--- src/rtl/seq_alu_pkg.sv ---
// Shared opcodes, FSM state type and defaults for the sequential ALU.
package seq_alu_pkg;

  localparam int unsigned DefaultWidth = 8;

  localparam logic [2:0] OP_ADD = 3'b000;
  localparam logic [2:0] OP_SUB = 3'b001;
  localparam logic [2:0] OP_AND = 3'b010;
  localparam logic [2:0] OP_OR  = 3'b011;
  localparam logic [2:0] OP_XOR = 3'b100;
  localparam logic [2:0] OP_SHL = 3'b101;
  localparam logic [2:0] OP_SHR = 3'b110;
  localparam logic [2:0] OP_ASR = 3'b111;

  typedef enum logic [1:0] {
    StIdle,
    StExec,
    StShift,
    StDone
  } state_e;

  function automatic logic is_shift_op(input logic [2:0] op);
    return (op == OP_SHL) || (op == OP_SHR) || (op == OP_ASR);
  endfunction

endpackage

--- src/rtl/seq_alu_shift.sv ---
// Iterative one-bit-per-cycle shifter: working register, step counter and
// the combinational next step so the caller can register the final value.
module seq_alu_shift
  import seq_alu_pkg::*;
#(
  parameter int unsigned WIDTH = DefaultWidth,
  parameter int unsigned SHW   = $clog2(WIDTH)
) (
  input  logic             clk,
  input  logic             rst,
  input  logic             load,
  input  logic             step,
  input  logic [2:0]       mode,
  input  logic [WIDTH-1:0] data,
  input  logic [SHW-1:0]   amount,
  output logic [WIDTH-1:0] next_work,
  output logic             next_out,
  output logic             last
);

  logic [WIDTH-1:0] work_q;
  logic [SHW-1:0]   cnt_q;
  logic [2:0]       mode_q;

  always_comb begin
    next_work = work_q;
    next_out  = 1'b0;
    case (mode_q)
      OP_SHL: begin
        next_work = {work_q[WIDTH-2:0], 1'b0};
        next_out  = work_q[WIDTH-1];
      end
      OP_SHR: begin
        next_work = {1'b0, work_q[WIDTH-1:1]};
        next_out  = work_q[0];
      end
      default: begin
        next_work = {work_q[WIDTH-1], work_q[WIDTH-1:1]};
        next_out  = work_q[0];
      end
    endcase
  end

  // The step that sees a count of one is the final shift.
  assign last = (cnt_q == SHW'(1));

  always_ff @(posedge clk) begin
    if (rst) begin
      work_q <= '0;
      cnt_q  <= '0;
      mode_q <= OP_SHL;
    end else if (load) begin
      work_q <= data;
      cnt_q  <= amount;
      mode_q <= mode;
    end else if (step) begin
      work_q <= next_work;
      cnt_q  <= cnt_q - SHW'(1);
    end
  end

endmodule

--- src/rtl/seq_alu.sv ---
// Multi-cycle ALU feeding the C/Z/N flag register with one-cycle load strobes.
// Define SEQ_ALU_OVF_EN to add the signed-overflow flag and its ld_v strobe.
module seq_alu
  import seq_alu_pkg::*;
#(
  parameter int unsigned WIDTH = DefaultWidth,
  parameter int unsigned SHW   = $clog2(WIDTH)
) (
  input  logic             clk,
  input  logic             rst,
  input  logic             start,
  input  logic [2:0]       op,
  input  logic [WIDTH-1:0] a,
  input  logic [WIDTH-1:0] b,
  output logic             busy,
  output logic             done,
  output logic [WIDTH-1:0] result,
  output logic             carry,
  output logic             zero,
  output logic             negative,
  output logic             ld_c,
  output logic             ld_z,
  output logic             ld_n
`ifdef SEQ_ALU_OVF_EN
  ,
  output logic             overflow,
  output logic             ld_v
`endif
);

  state_e           state_q;
  logic [2:0]       op_q;
  logic [WIDTH-1:0] a_q;
  logic [WIDTH-1:0] b_q;

  logic             shift_go;
  logic [WIDTH-1:0] sh_next;
  logic             sh_out;
  logic             sh_last;

  logic [WIDTH-1:0] opb;
  logic [WIDTH:0]   sum;
  logic [WIDTH-1:0] exec_res;
  logic             exec_c;
  logic             exec_ldc;
  logic             exec_v;

  assign shift_go = (state_q == StIdle) && start && is_shift_op(op) &&
                    (b[SHW-1:0] != '0);

  seq_alu_shift #(
    .WIDTH (WIDTH),
    .SHW   (SHW)
  ) u_shift (
    .clk       (clk),
    .rst       (rst),
    .load      (shift_go),
    .step      (state_q == StShift),
    .mode      (op),
    .data      (a),
    .amount    (b[SHW-1:0]),
    .next_work (sh_next),
    .next_out  (sh_out),
    .last      (sh_last)
  );

  // SUB is a + ~b + 1, so carry set means no borrow.
  always_comb begin
    opb      = (op_q == OP_SUB) ? ~b_q : b_q;
    sum      = {1'b0, a_q} + {1'b0, opb} + {{WIDTH{1'b0}}, (op_q == OP_SUB)};
    exec_res = a_q;
    exec_c   = 1'b0;
    exec_ldc = 1'b0;
    exec_v   = 1'b0;
    case (op_q)
      OP_ADD, OP_SUB: begin
        exec_res = sum[WIDTH-1:0];
        exec_c   = sum[WIDTH];
        exec_ldc = 1'b1;
        exec_v   = (a_q[WIDTH-1] == opb[WIDTH-1]) && (sum[WIDTH-1] != a_q[WIDTH-1]);
      end
      OP_AND:  exec_res = a_q & b_q;
      OP_OR:   exec_res = a_q | b_q;
      OP_XOR:  exec_res = a_q ^ b_q;
      default: exec_res = a_q;  // zero-amount shift passes a through
    endcase
  end

  always_ff @(posedge clk) begin
    if (rst) begin
      state_q  <= StIdle;
      op_q     <= OP_ADD;
      a_q      <= '0;
      b_q      <= '0;
      busy     <= 1'b0;
      done     <= 1'b0;
      result   <= '0;
      carry    <= 1'b0;
      zero     <= 1'b0;
      negative <= 1'b0;
      ld_c     <= 1'b0;
      ld_z     <= 1'b0;
      ld_n     <= 1'b0;
`ifdef SEQ_ALU_OVF_EN
      overflow <= 1'b0;
      ld_v     <= 1'b0;
`endif
    end else begin
      done <= 1'b0;
      ld_c <= 1'b0;
      ld_z <= 1'b0;
      ld_n <= 1'b0;
`ifdef SEQ_ALU_OVF_EN
      ld_v <= 1'b0;
`endif
      unique case (state_q)
        StIdle: begin
          if (start) begin
            op_q    <= op;
            a_q     <= a;
            b_q     <= b;
            busy    <= 1'b1;
            state_q <= shift_go ? StShift : StExec;
          end
        end
        StExec: begin
          result   <= exec_res;
          carry    <= exec_c;
          zero     <= (exec_res == '0);
          negative <= exec_res[WIDTH-1];
          ld_c     <= exec_ldc;
          ld_z     <= 1'b1;
          ld_n     <= 1'b1;
          done     <= 1'b1;
          busy     <= 1'b0;
`ifdef SEQ_ALU_OVF_EN
          overflow <= exec_v;
          ld_v     <= exec_ldc;
`endif
          state_q  <= StDone;
        end
        StShift: begin
          if (sh_last) begin
            result   <= sh_next;
            carry    <= sh_out;
            zero     <= (sh_next == '0);
            negative <= sh_next[WIDTH-1];
            ld_c     <= 1'b1;
            ld_z     <= 1'b1;
            ld_n     <= 1'b1;
            done     <= 1'b1;
            busy     <= 1'b0;
`ifdef SEQ_ALU_OVF_EN
            overflow <= 1'b0;
`endif
            state_q  <= StDone;
          end
        end
        StDone: state_q <= StIdle;
      endcase
    end
  end

endmodule
--- config.mk ---
export PLATFORM = sky130hd
export DESIGN_NAME = seq_alu
export DESIGN_NICKNAME = d
export VERILOG_FILES = /design/src/rtl/seq_alu_pkg.sv /design/src/rtl/seq_alu_shift.sv /design/src/rtl/seq_alu.sv
export SDC_FILE = /design/constraint.sdc
export NUM_CORES = 1
export LEC_CHECK = 0
export BUFFER_PORTS_ARGS = -buffer_cell sky130_fd_sc_hd__buf_2
export CAP_MARGIN = 20
export CORE_ASPECT_RATIO = 1.2
export CORE_MARGIN = 4
export CORE_UTILIZATION = 53
export CTS_CLUSTER_DIAMETER = 80
export CTS_CLUSTER_SIZE = 14
export DETAILED_ROUTE_END_ITERATION = 8
export PLACE_DENSITY = 0.76
export RECOVER_POWER = 100
export SKIP_CTS_REPAIR_TIMING = 1
export SYNTH_ARGS = -nofsm -noshare
export SYNTH_HDL_FRONTEND = slang
export SYNTH_HIERARCHICAL = 1
export SYNTH_SLANG_ARGS = --single-unit
--- constraint.sdc ---
create_clock -name clk -period 2.7 [get_ports clk]
set_input_delay 0.405 -clock clk [delete_from_list [all_inputs] [get_ports clk]]
set_output_delay 0.405 -clock clk [all_outputs]
set_load 0.05 [all_outputs]
Word-level counts from Yosys, hierarchy flattened

Cells that the tools add are included.

Shifts and indexed selects: 0
Bitwise gates (word level): 4
Equal/unequal tests: 15
Div/mod/pow operators: 0
Multiply operators: 0
$add $sub $neg: 3
$lt $le $gt $ge: 0
Reductions and logical operators: 18
Muxes and demuxes: 28

Operators with widths:

| cell                                                                   | number |
|---|---|
| 8-bit two-way mux                                                      | 4 |
| 8-bit case mux with 2 select lines                                     | 2 |
| 8-bit case mux with 4 select lines                                     | 1 |
| 3-bit equality test (second input constant)                            | 6 |
| 8-bit logical NOT                                                      | 2 |
| 1-bit case mux with 2 select lines                                     | 5 |
| 8-bit by 8-bit adder with 9-bit output                                 | 1 |
| 9-bit by 1-bit adder with 9-bit output                                 | 1 |
| 1-bit two-way mux                                                      | 9 |
| 8-bit AND                                                              | 1 |
| 8-bit NOT                                                              | 1 |
| 8-bit bitwise OR                                                       | 1 |
| 2-bit case mux with 4 select lines                                     | 1 |
| 8-bit XOR                                                              | 1 |
| 3-bit by 1-bit equality test with 1-bit output (second input constant) | 2 |
| 3-bit by 2-bit equality test with 1-bit output (second input constant) | 2 |
| 2-bit two-way mux                                                      | 3 |
| 3-bit two-way mux                                                      | 2 |
| 2-bit AND reduction                                                    | 3 |
| 3-bit nonzero test                                                     | 2 |
| 2-bit equality test (second input constant)                            | 2 |
| 2-bit inequality test (second input constant)                          | 2 |
| 2-bit nonzero test                                                     | 2 |
| 1-bit logical AND                                                      | 3 |
| other kinds (8)                                                        | 9 |

Bits of input ports: 22
Memories: 0
RAM bits: 0
Memory bits (read-only): 0
Bits in latches: 0
Register bits after elaboration: 49
Output and inout port bits: 16

Depth between registers and ports, before layout

Word-level depth: 8
Depth in mapped cells: 13
Depth with buffers taken out: 11

By module

The synthesis kept the hierarchy.

By module, submodules not included:

| module        | area an instance (sq um) | instances | cells each |
|---|---|---|---|
| seq_alu       | 2439.8                   | 1         | 319 |
| seq_alu_shift | 764.5                    | 1         | 92 |

Least setup slack after synthesis

No wires, ideal clock.

Path kind: reg-to-reg
Start: register op_q[1]
End: register zero
Data required time: 2641 ps
Setup slack: -109 ps
Arrival: 2751 ps
Clock period less this slack: 2809 ps
Stages on the path, launching flop included: 13
Cells stage by stage: dfxtp_1 -> buf_4 -> or2_0 -> buf_2 -> nor2_2 -> xnor2_1 -> fa_1 -> a21o_1 -> a221oi_2 -> xor2_1 -> o22ai_1 -> nor4_2 -> a31o_1

Cells in the longest elaborated chain, start to end: 7

Ends and longest elaborated chain:

| element                                        | RTL line                                    | source |
|---|---|---|
| from (decl)                                    | seq_alu.sv:32                               | `logic [2:0] op_q;` |
| from (signal assigned)                         | seq_alu.sv:119                              | `op_q <= op;` |
| 3-bit by 1-bit equality test with 1-bit output | seq_alu.sv:69, seq_alu.sv:70, seq_alu.sv:75 |  |
| 8-bit two-way mux                              | seq_alu.sv:69                               | `opb = (op_q == OP_SUB) ? ~b_q : b_q;` |
| 8-bit by 8-bit adder with 9-bit output         | seq_alu.sv:70                               | `sum = {1'b0, a_q} + {1'b0, opb} + {{WIDTH{1'b0}}, (op_q == OP_SUB)};` |
| 9-bit by 1-bit adder with 9-bit output         | seq_alu.sv:70                               |  |
| 8-bit case mux with 4 select lines (*)         | seq_alu.sv:75                               | `case (op_q)` |
| 8-bit logical NOT (*)                          | seq_alu.sv:129                              | `zero <= (exec_res == '0);` |
| 1-bit case mux with 2 select lines (*)         | seq_alu.sv:116                              | `unique case (state_q)` |
| to (signal assigned)                           | seq_alu.sv:129                              |  |
| to (signal assigned)                           | seq_alu.sv:146                              | `zero <= (sh_next == '0);` |
| to (decl)                                      | seq_alu.sv:19                               | `output logic zero,` |

Every way passes the cells marked *; elsewhere a longest branch is shown, timed or not.
A chain may end at the register's enable or synchronous reset.

Worst setup path after layout

Start: register op_q[2]
End: register zero

The elaborated chain is that of the path after synthesis.

==> key figures <==
Clocking
  – TritonCTS sink count: 48
  – CTS root buffer: clkbuf_8
  – CTS max path bufs: 2
  – Clk pin slew, worst setup/hold paths: 90 ps
  – CTS tree: built
  – TritonCTS Buffers: 5
  – CTS HTree Levels: 2
  – Worst-skew pair later-pin latency: 310 ps

Hold path
  – Hold EP: b_q[5]$_SDFFE_PP0P_
  – Hold Path Class: in -> reg
  – Hold Crit Depth: 3
  – Hold Path Origin: b[5]

Detailed routing
  – Routed Antenna Nets: 0
  – Detailed Route WL: between 8000 and 9000 um
  – WL per Instance: 16.1 um
  – # DRC: 0
  – Initial drt markers: 242
  – Total number of vias: ~3100
  – Drt first pass iters: 5
  – Via-to-Cell Ratio: 5.80

Power and ir drop
  – VDD IR-drop max: ~0.67 mV
  – Power per cell area: 851 mW/mm^2
  – Leak Pwr: 1.54 nW

Synthesis
  – Syn Inst Count: 411
  – Ys Warns: 6
  – Area of the mapped netlist: 0.00320 sq mm
  – Fraction of the yosys area taken by sequential cells: 30.0%
  – Synth Register Bits: 48
  – Synth Flop Type: dfxtp_1
  – EDFF count, synth: 0
  – Synthesized area per cell: 7.80 sq um
  – Post-synth cell types: 59
  – Post-Syn Nets: 464
  – Synth async-reset ratio: 0%

Setup path
  – Crit. End Element: flip-flop
  – Worst reg2reg startpoint: op_q[2]$_SDFFE_PP0P_
  – Worst reg2reg endpoint: zero$_SDFFE_PP0P_
  – Startpoint Class: flip-flop
  – CP required: 2910 ps
  – Cells on worst reg2reg path: 11
  – Crit Path Max Fanout: 5
  – Reg-to-reg setup timing slack: 80 ps
  – Kind of critical path: reg -> reg
  – Worst EP arrival: 2830 ps

Run status
  – Status: finished clean

Floorplan
  – Cell Rows: 30
  – CORE AREA: 0.00578 sq mm
  – Ports: 38
  – DIE WIDTH: 79.0 um
  – Initial Utilization: about 55%
  – Die Area: ~0.0074 sq mm
  – Die Y: 93.2 um

Placement
  – Placed insts: 515
  – GP Congestion: 0.889
  – Buffers on Ports: 37
  – Post-DP HPWL: between 6000 and 7000 um
  – Placed inst area: 0.00345 sq mm

Finish
  – Area Overhead vs Synth: 12.4%
  – Layout cell share with drive strength beyond 1: 13.6%
  – Post-Layout Cell Count: 527
  – Most frequent cells in the layout: 69 x nand2_1, 48 x dfxtp_1, 42 x a21oi_1, 36 x inv_1, 29 x ha_1
  – Fill count: 554
  – Area occupied by multi-input gates: 0.00201 sq mm
  – Final Cell Area: 0.00360 sq mm
  – NumNets Final: 499
  – Reg area: 961 sq um
  – Number of diodes: 0
  – Most common cell after layout, fill and taps aside: nand2_1

Global routing
  – First-pass GRT wire length: 13500 um
  – Vias in the first global route: 2857
  – Gr ovfl total: 0
  – Largest net degree at the start of global routing: 21
  – Initial antenna violation count: 0
  – GR Util All Layers: a little under a quarter

STA
  – Fin crit share: 97.1%
  – Relative slew slack: 31.3%
  – Slew Limit Fails: 0
  – Clock skew: 8.20 ps
  – Fmax: about 0.38 GHz
  – Final setup vio count: 0
  – Count of final hold-check violations: 0
  – Worst-margin pin slew: 1030 ps
  – Tmin final: ~2600 ps

Run
  – Maxcap violations: 0
## critical path, stage by stage, from the launching register on
cell and delay, ps:
dfxtp_1 320, or2_4 260, nor2_4 200, buf_6 150
xnor2_1 140, ha_1 310, and3_1 220, a221oi_2 290
xor2_1 100, o22ai_1 240, nor4_2 60, a31o_1 220
## per-layer routing
| metal | GRT usage [%] | up-vias | share of wire, % | wire length, um |
|---|---|---|---|---|
| met1 | 27.9 | 1448 | 42 | 3550 |
| li1 | - | 1497 | - | - |
| met5 | 0 | - | 0 | 0 |
| met2 | 41.0 | 94 | 52 | 4380 |
| met4 | 8.02 | 0 | 2.3 | 194 |
| met3 | 2.79 | 20 | 4.2 | 355 |
## synth_stat cells (all sizes together) (4+ instances only)
library cell,instances,area [sq um]
o21ai,11,58.8
nor2b,4,25.0
xor2,5,43.8
o221ai,10,87.6
o22ai,10,62.6
dfxtp,48,961
nand2,69,259
xnor2,8,70.1
nor2,27,104
a21oi,44,220
ha,30,375
a21o,4,30.0
clkbuf,10,37.5
o22a,4,35.0
nand3,10,50.1
mux2i,11,110
buf,16,101
nor3,5,25.0
a211oi,5,42.5
inv,37,139
## sequential cells by signal (all words and copies together), names as in the netlist, 2 cells and up
name,flops
a_q,8
b_q,8
op_q,3
result,8
state_q,2
u_shift/cnt_q,3
u_shift/mode_q,3
u_shift/work_q,8
## cells by family (layout without fill, tap and decap cells)
logic type / count (synthesis) / count (layout) / share of synthesized area [%]
xor+xnor: 13 / 13 / 3.55
fa+ha+maj: 31 / 31 / 12.3
flops: 48 / 48 / 30.0
mux: 13 / 13 / 4.14
compound gates: 108 / 108 / 22.3
simple gates: 135 / 135 / 19.0
buf+inv: 63 / 99 / 8.67
## per-stage QoR
stage	hold slack, ps	worst slack (ps)	utilization, %	power [mW]	setup TNS, ps
floorplan	453	9.03	-	2.17	0
global placement	441	205	59.7	2.50	0
detailed placement	444	158	59.7	2.54	0
CTS	329	124	61.4	3.00	0
global route	344	-8.59	62.3	3.28	-8.59
finish	331	79.5	62.3	3.07	0
## report_power, final
| part | switching, mW | internal, mW | total (mW) | leakage [nW] |
|---|---|---|---|---|
| registers | 0.123 | 0.848 | 0.971 | 0.392 |
| logic | 1.05 | 0.589 | 1.63 | 1.10 |
| clock network | 0.252 | 0.208 | 0.460 | 0.0434 |
| total | 1.42 | 1.64 | 3.07 | 1.54 |
## area by class of cell
cell class                      count  area share (%)
Clock buffer                        6            2.29
Sequential cell                    48            26.7
Timing Repair Buffer               54            8.13
Multi-Input combinational cell    300            55.9
Clock inverter                      2           0.417
Inverter                           37            3.86
Tap cell                           80            2.78
## worst max path at each step
stage,from,end,cells after the start
final,op_q[2]$_SDFFE_PP0P_,zero$_SDFFE_PP0P_,11
after global routing,op_q[2]$_SDFFE_PP0P_,zero$_SDFFE_PP0P_,10
after CTS,op_q[2]$_SDFFE_PP0P_,zero$_SDFFE_PP0P_,11
after detailed placement,op_q[2]$_SDFFE_PP0P_,zero$_SDFFE_PP0P_,11
after global placement,op_q[2]$_SDFFE_PP0P_,zero$_SDFFE_PP0P_,10
after floorplan,op_q[1]$_SDFFE_PP0P_,zero$_SDFFE_PP0P_,12
Power figures use the tool's default switching activity.
